$ cat src/rtl/jk_counter_sequencer.sv
// rtl/jk_counter_sequencer.sv - run/hold/done sequencer around a JK-style synchronous counter
// Optional prescaler on the advance strobe is enabled by defining COUNTER_PRESCALE_EN.
module jk_counter_sequencer #(
  parameter int WIDTH   = 5,
  parameter int PRESC_W = 4
) (
  input  logic             clk,
  input  logic             rst,
  input  logic             start_i,
  input  logic             stop_i,
  input  logic             pause_i,
  input  logic [WIDTH-1:0] limit_i,
  input  logic             mode_wrap_i,
`ifdef COUNTER_PRESCALE_EN
  input  logic [PRESC_W-1:0] presc_i,
`endif
  output logic [WIDTH-1:0] count_o,
  output logic             tc_o,
  output logic             busy_o,
  output logic             done_o,
  output logic [1:0]       state_o
);

  typedef enum logic [1:0] {
    IDLE = 2'd0,
    RUN  = 2'd1,
    HOLD = 2'd2,
    DONE = 2'd3
  } state_t;

  state_t           state_q, state_d;
  logic [WIDTH-1:0] count_q, count_d;
  logic [WIDTH-1:0] limit_q;
  logic             mode_q;
  logic             start_acc;
  logic             advance;
  logic             at_limit;
  logic             tc;
  logic             clr;
  logic             inc;

  assign start_acc = ((state_q == IDLE) || (state_q == DONE)) && start_i && !stop_i;
  assign at_limit  = (count_q == limit_q);

`ifdef COUNTER_PRESCALE_EN
  logic [PRESC_W-1:0] presc_q;
  logic [PRESC_W-1:0] pcnt_q;
  logic               presc_hit;

  assign presc_hit = (pcnt_q == presc_q);
  assign advance   = (state_q == RUN) && !pause_i && !stop_i && presc_hit;

  always_ff @(posedge clk or posedge rst) begin
    if (rst) begin
      presc_q <= '0;
      pcnt_q  <= '0;
    end else if (start_acc) begin
      presc_q <= presc_i;
      pcnt_q  <= '0;
    end else if ((state_q == RUN) && !pause_i) begin
      pcnt_q <= presc_hit ? '0 : pcnt_q + 1'b1;
    end
  end
`else
  assign advance = (state_q == RUN) && !pause_i && !stop_i;
`endif

  assign tc  = advance && at_limit;
  assign clr = start_acc || (tc && mode_q);
  assign inc = advance && !at_limit;

  // Each bit is a JK flop: clear drives J=0/K=1, counting drives J=K=carry-in.
  always_comb begin
    logic carry;
    logic j;
    logic k;
    count_d = count_q;
    carry   = inc;
    for (int i = 0; i < WIDTH; i++) begin
      if (clr) begin
        j = 1'b0;
        k = 1'b1;
      end else begin
        j = carry;
        k = carry;
      end
      count_d[i] = (j & ~count_q[i]) | (~k & count_q[i]);
      carry      = carry & count_q[i];
    end
  end

  always_ff @(posedge clk or posedge rst) begin
    if (rst) begin
      state_q <= IDLE;
      count_q <= '0;
      limit_q <= '0;
      mode_q  <= 1'b0;
    end else begin
      state_q <= state_d;
      count_q <= count_d;
      if (start_acc) begin
        limit_q <= limit_i;
        mode_q  <= mode_wrap_i;
      end
    end
  end

  always_comb begin
    state_d = state_q;
    case (state_q)
      IDLE: if (start_acc) state_d = RUN;
      RUN: begin
        if (stop_i)             state_d = IDLE;
        else if (pause_i)       state_d = HOLD;
        else if (tc && !mode_q) state_d = DONE;
      end
      HOLD: begin
        if (stop_i)        state_d = IDLE;
        else if (!pause_i) state_d = RUN;
      end
      DONE: begin
        if (stop_i)         state_d = IDLE;
        else if (start_acc) state_d = RUN;
      end
      default: state_d = IDLE;
    endcase
  end

  always_comb begin
    busy_o  = (state_q == RUN) || (state_q == HOLD);
    done_o  = (state_q == DONE);
    state_o = state_q;
    count_o = count_q;
    tc_o    = tc;
  end

endmodule
$ cat config.mk
export PLATFORM = sky130hd
export DESIGN_NAME = jk_counter_sequencer
export DESIGN_NICKNAME = d
export VERILOG_FILES = /design/src/rtl/jk_counter_sequencer.sv
export SDC_FILE = /design/constraint.sdc
export NUM_CORES = 1
export LEC_CHECK = 0
export CORE_MARGIN = 2
export CORE_UTILIZATION = 30
export CTS_CLUSTER_DIAMETER = 60
export CTS_CLUSTER_SIZE = 24
export DETAILED_ROUTE_END_ITERATION = 12
export PLACE_DENSITY = 0.58
export RECOVER_POWER = 25
export REMOVE_ABC_BUFFERS = 1
export SYNTH_ARGS = -nofsm -noshare
export SYNTH_HDL_FRONTEND = slang
export SYNTH_SLANG_ARGS = --single-unit
export TNS_END_PERCENT = 20
$ cat constraint.sdc
create_clock -name clk -period 3.3 [get_ports clk]
set_input_delay 0.99 -clock clk [delete_from_list [all_inputs] [get_ports clk]]
set_output_delay 0.99 -clock clk [all_outputs]
set_load 0.02 [all_outputs]
==> summary.md, run 1 <==
| Metric | Value |
|---|---|
| Mapped Area | 878 um2 |
| H-tree Lvls | 1 |
| Hold Path Depth | 2 |
| Clock power frac | 12.3% |
| Worst VDD drop | 0.351 mV |
| Ports | 21 |
| Number of global-route vias before repair | 750 |
| Setup crit start kind | input port |
| Run status | completed |
| Reg2reg setup slack | 1120 ps |
| Final hold vios | 0 |
| Num CTS Buffers | 3 |
| Reg2Reg Depth | 7 |
| Worst-Skew Late Latency | 290 ps |
| Layout cell share with drive strength beyond 1 | 9.16% |
| CTS Buffer Depth | 2 |
| Setup Buffers After CTS | 0 |
| Drt pass-1 iters | 4 |
| Remaining DRCs | 0 |
| Max Fanout on Critical Path | 2 |
| GPL Wtd Cong | 0.759 |
| Die area | 3380 um2 |
| Area grow syn2layout | 32.2% |
| Mapped Cells | 107 |
| Initial cell density of the core | 31.9% |
| Leading cell type in the layout, fill and taps excluded | nand2_1 |
| Die height | 58.1 um |
| FF-to-FF Start | state_o[1] |
| Hold Path Class | reg -> reg |
| Seq cells post-synth | 13 |
| Initial antenna violation count | 0 |
| Critical path required time | 2310 ps |
| GRT Overall Usage | 13.6% |
| Sw Ratio | 44.7% |
| DRT antenna net count | 0 |
| Largest net degree at the start of global routing | 14 |
| Vias | 842 |
| Average wire per standard cell | 12.7 um |
| FMAX | 0.316 GHz |
| Lkg Pwr | 0.489 nW |
| CTS Hold Bufs | 0 |
| CP arrival | 2170 ps |
| Crit share post-route | 95.9% |
| Total core area | 2760 um2 |
| Final instance area | 1160 um2 |
| Maximum Capacitance Violations | 0 |
| CTS tree | yes |
| Endpoint type of the worst setup path | output port |
| DP HPWL | 1.52 mm |
| Root Buffer | clkbuf_4 |
| Total power draw | 0.841 mW |
| Most frequent cells in the layout | nand2_1, clkdlybuf4s50_1, dfrtp_1 |
| Starting DRT DRC Count | 32 |
| RSZ-0062 raised after global routing | false |
| Psw | 0.376 mW |
| Hold EP | limit_q[1] |
| Global-route wire length before repair | 3.46 mm |
| Crit Path Class | in -> out |
| Total Nets Final | 147 |
| Slew @ Worst Pin | 531 ps |
| Routed WL | 2.05 mm |
| Internal Power | 0.465 mW |
| Slew headroom | 64.6% |
| Clock Pin Slew Worst Setup and Hold Paths | 90 ps |
| ANT cells | 0 |
| Hold Crit Start | limit_q[1] |
| Synth Warn # | 0 |
| Area after DPL | 1140 um2 |
| Post-DR vias/cell | 5.20 |
| Cell variety after synth | 31 |
| Seq/Total Area, Yosys | 37.0% |
| Die W | 58.1 um |
| CTS sink count | 13 |
| GR Overflow Total | 0 |
| Sequential share of power | 33.6% |
| Site row count | 19 |
| Port-buffer cells | 20 |
| Final setup viols | 0 |
| Gate power share | 54.1% |
| Finished Core Util | 42.1% |
| Final slew viol count | 0 |
| R2r endpoint | count_o[4] |
| Min Clock Period, post-route | 3160 ps |
| Post-synthesis area per instance | 8.21 um2 |
| Clk_skew | 7.12 ps |
| PD cells | 724 nW/um2 |
==> layout make-up <==
cell class	instances	area [um2]
clock buffer	3	22.5
sequential	13	325
multi-input combinational	81	503
timing repair buffer	26	240
tap	31	38.8
inverter	7	26.3
clock inverter	1	5.00
fill	281	1600
==> repair_timing <==
item                                    4_1_cts  5_1_grt
endpoints found under the setup margin        1        1
resized for setup                             4        1
hold endpoints to repair                      0        0
==> cells by family after synthesis <==
group / share of synthesized area, %
adders and majority gates: 5.70
xor gates and xnor gates: 5.98
buffers and inverters: 5.70
muxes: 2.28
DFF: 37.0
AOI/OAI and AO/OA: 18.9
and+or+nand+nor: 24.4
==> power groups by stage <==
stage	sequential [mW]	combinational, mW	clock (mW)
after floorplan	0.295	0.281	0
after global placement	0.285	0.454	0
final	0.283	0.455	0.103
after CTS	0.283	0.458	0.107
after global routing	0.295	0.505	0.115
after detailed placement	0.287	0.456	0
==> worst max-delay path by stage <==
stage                start   end  slack, ps  cells past startpoint
finish              stop_i  tc_o        140                      4
global placement    stop_i  tc_o       -310                      4
global route        stop_i  tc_o         70                      4
floorplan           stop_i  tc_o        350                      2
CTS                 stop_i  tc_o         30                      4
detailed placement  stop_i  tc_o       -320                      4
==> Yosys cell counts (all sizes together) <==
master | instances | share of area, %
clkbuf | 5 | 2.1
o211ai | 6 | 5.1
mux2i | 2 | 2.3
nand3b | 2 | 1.7
buf | 1 | 0.57
nor2 | 7 | 3.0
nor4 | 1 | 0.71
xnor2 | 5 | 5.0
and4 | 1 | 1.0
a31oi | 1 | 0.71
o21ai | 5 | 2.8
or3 | 1 | 0.71
nor3 | 2 | 1.1
a2bb2oi | 1 | 1.0
a221oi | 2 | 2.0
a21oi | 5 | 2.8
nor3b | 2 | 1.7
and3 | 1 | 0.71
a211oi | 1 | 1.4
nor2b | 1 | 0.71
ha | 4 | 5.7
nand3 | 4 | 2.3
o32ai | 1 | 1.0
nand4 | 1 | 0.71
dfrtp | 13 | 37
or3b | 1 | 1.0
xor2 | 1 | 1.0
inv | 7 | 3.0
o2111ai | 1 | 1.0
a211o | 1 | 1.0
nand2 | 21 | 9.0
==> metal layers <==
layer	routed length [um]	GRT usage (%)
met3	136	4.69
met2	858	18.8
met1	1030	19.4
met5	0	0
met4	29	4.98
==> flip-flops by register name (all words and copies together), names as in the netlist <==
signal and cells:
count_o 5, limit_q 5, state_o 2, mode_q 1
==> worst max-delay path, stage by stage <==
cell and delay (ps):
clkdlybuf4s50_1 410, or3b_1 400, nor3_1 180, buf_2 190
==> through the flow <==
stage,TNS (ps),setup slack [ps],instances,hold WS (ps)
floorplan,0,349,101,467
global placement,-315,-315,158,482
detailed placement,-317,-317,158,489
CTS,0,29.9,162,511
global route,0,67.5,162,519
finish,0,136,162,506
No activity file was read; power rests on OpenSTA's default activity.
==> inputs of run 2 (changes only) <==
--- a/config.mk
+++ b/config.mk
@@ -8,12 +8,13 @@
 export CORE_MARGIN = 2
 export CORE_UTILIZATION = 30
 export CTS_CLUSTER_DIAMETER = 60
-export CTS_CLUSTER_SIZE = 24
+export CTS_CLUSTER_SIZE = 10
 export DETAILED_ROUTE_END_ITERATION = 12
 export PLACE_DENSITY = 0.58
 export RECOVER_POWER = 25
 export REMOVE_ABC_BUFFERS = 1
+export SLEW_MARGIN = 20
 export SYNTH_ARGS = -nofsm -noshare
 export SYNTH_HDL_FRONTEND = slang
 export SYNTH_SLANG_ARGS = --single-unit
-export TNS_END_PERCENT = 20
+export TNS_END_PERCENT = 30
==> results of run 2 <==
Same layout as run 1: the final DEF is identical, and so are final timing and power.
==> inputs of run 3 (changes only) <==
--- a/config.mk
+++ b/config.mk
@@ -13,6 +13,7 @@
 export PLACE_DENSITY = 0.58
 export RECOVER_POWER = 25
 export REMOVE_ABC_BUFFERS = 1
+export SKIP_CTS_REPAIR_TIMING = 1
 export SLEW_MARGIN = 20
 export SYNTH_ARGS = -nofsm -noshare
 export SYNTH_HDL_FRONTEND = slang
==> run 3 against run 2 <==
  * Combinational power barely moved
  * Sequential cell count unchanged
  * Clock skew unchanged
  * Clock power is essentially flat
  * Highest routed layer unchanged
  * Worst hold slack unchanged
  * Largest power group unchanged
  * Core utilization rose by 0.27 points
  * Sequential share of layout area decreased by 0.18 points
==> summary.md, run 3 (same netlist as run 1, synthesis figures left out) <==
| Metric | Value |
|---|---|
| Vias | 842 (unchanged) |
| Remaining DRCs | 0 (unchanged) |
| Max Fanout on Critical Path | 2 (unchanged) |
| Crit share post-route | 97.5% (+1.7 points) |
| Worst VDD drop | 0.351 mV (about the same) |
| ANT cells | 0 (unchanged) |
| Average wire per standard cell | 12.6 um (about the same) |
| Finished Core Util | 42.4% (+0.27 points) |
| Maximum Capacitance Violations | 0 (unchanged) |
| Num CTS Buffers | 3 (unchanged) |
| CP max stage cell | clkdlybuf4s50_1 |
| Die area | 3380 um2 (unchanged) |
| Setup crit start kind | input port |
| Layout cell share with drive strength beyond 1 | 8.40% (-0.76 points) |
| Site row count | 19 (unchanged) |
| Total Nets Final | 147 (unchanged) |
| Port-buffer cells | 20 (unchanged) |
| Final hold vios | 0 (unchanged) |
| H-tree Lvls | 1 (unchanged) |
| Endpoint type of the worst setup path | output port |
| Clock Pin Slew Worst Setup and Hold Paths | 90 ps (about the same) |
| Ports | 21 (unchanged) |
| Slew @ Worst Pin | 531 ps (+0.0555 ps) |
| Worst-Skew Late Latency | 290 ps (about the same) |
| Number of global-route vias before repair | 750 (unchanged) |
| Root Buffer | clkbuf_4 |
| CTS Buffer Depth | 2 (unchanged) |
| Initial cell density of the core | 31.9% (unchanged) |
| Die height | 58.1 um (unchanged) |
| Routed WL | 2.05 mm (about the same) |
| Critical path required time | 2310 ps (about the same) |
| CTS sink count | 13 (unchanged) |
| Starting DRT DRC Count | 32 (unchanged) |
| Post-DR vias/cell | 5.20 (unchanged) |
| Final setup viols | 0 (unchanged) |
| Final slew viol count | 0 (unchanged) |
| DP HPWL | 1.52 mm (unchanged) |
| Inst Count DP | 158 (unchanged) |
| Slew headroom | 64.6% (about the same) |
| Run status | completed |
| Min Clock Period, post-route | 3220 ps (+54.8 ps) |
| CTS tree | yes |
| RSZ-0062 raised after global routing | false |
| Area grow syn2layout | 33.0% |
| GRT Overall Usage | 13.6% (unchanged) |
| Crit Path Class | in -> out |
| Layout Cells excl Fill | 162 (unchanged) |
| Die W | 58.1 um (unchanged) |
| Crit-path cells | clkdlybuf4s50_1 > or3b_1 > nor3_1 > dlymetal6s2s_1 |
| GR Overflow Total | 0 (unchanged) |
| DRT antenna net count | 0 (unchanged) |
| Initial antenna violation count | 0 (unchanged) |
| Total power draw | 0.841 mW (about the same) |
| Drt pass-1 iters | 4 (unchanged) |
| Largest net degree at the start of global routing | 14 (unchanged) |
| Global-route wire length before repair | 3.46 mm (unchanged) |
| Lkg Pwr | 0.505 nW (+3.4%) |
| Hold Path Class | reg -> reg |
| FMAX | 0.311 GHz (-1.7%) |
| Total core area | 2760 um2 (unchanged) |
| CP arrival | 2230 ps (+60 ps) |
| Most frequent cells in the layout | nand2_1, clkdlybuf4s50_1, dfrtp_1 |
| GPL Wtd Cong | 0.759 (unchanged) |
| Leading cell type in the layout, fill and taps excluded | nand2_1 |
| PD cells | 720 nW/um2 (-0.60%) |
| CP peak stage delay | 410 ps (about the same) |
| Clk_skew | 7.12 ps (unchanged) |
-- run 3: cell types whose count changed in the layout (fill, tap and decap cells not counted), sizes merged --
| cell | before | now |
|---|---|---|
| buf | 7 | 6 |
| dlymetal6s2s | 0 | 1 |
-- run 3: where the power goes --
group	switching, mW	internal, mW	leakage [nW]
clock	0.0584	0.0451	0.0177
sequential	0.0691	0.214	0.170
combinational	0.249	0.207	0.317
-- run 3: through the flow --
step / setup slack [ps] / hold WS [ps] / cell area [um2] / setup TNS, ps
finish: 81.3 / 506 / 1170 / 0
global route: 0.593 / 519 / 1170 / 0
CTS: -317 / 511 / 1170 / -317
detailed placement: -317 / 489 / 1140 / -317
global placement: -315 / 482 / 1140 / -315
floorplan: 349 / 467 / 855 / 0
-- run 3: worst paths after layout --
path	start	end	slack [ps]	depth (start not counted)
worst min-delay path	limit_q[1]	limit_q[1]	510	2
max in group asynchronous	rst	state_o[1]	1770	2
worst max register to register	state_o[1]	count_o[4]	1120	7
worst min register to register	limit_q[1]	limit_q[1]	510	2
min in group asynchronous	rst	limit_q[1]	1170	2
worst max-delay path	stop_i	tc_o	80	4
-- run 3: routing by layer --
| layer | global-route usage, % | routed length, um |
|---|---|---|
| met1 | 19.4 | 1030 |
| met2 | 18.8 | 857 |
| met3 | 4.69 | 136 |
| met4 | 4.98 | 29 |
| met5 | 0 | 0 |
-- run 3: critical path, delay by kind of cell --
kind / cells / cell delay (ps)
AND/OR/NAND/NOR: 2 / 580
buffers and inverters: 2 / 660
-- run 3: area by class of cell --
| class | instances | area, um2 |
|---|---|---|
| tap | 31 | 38.8 |
| sequential | 13 | 325 |
| inverter | 7 | 26.3 |
| clock inverter | 1 | 5.00 |
| multi-input combinational | 81 | 503 |
| fill | 280 | 1590 |
| timing repair buffer | 26 | 248 |
| clock buffer | 3 | 22.5 |
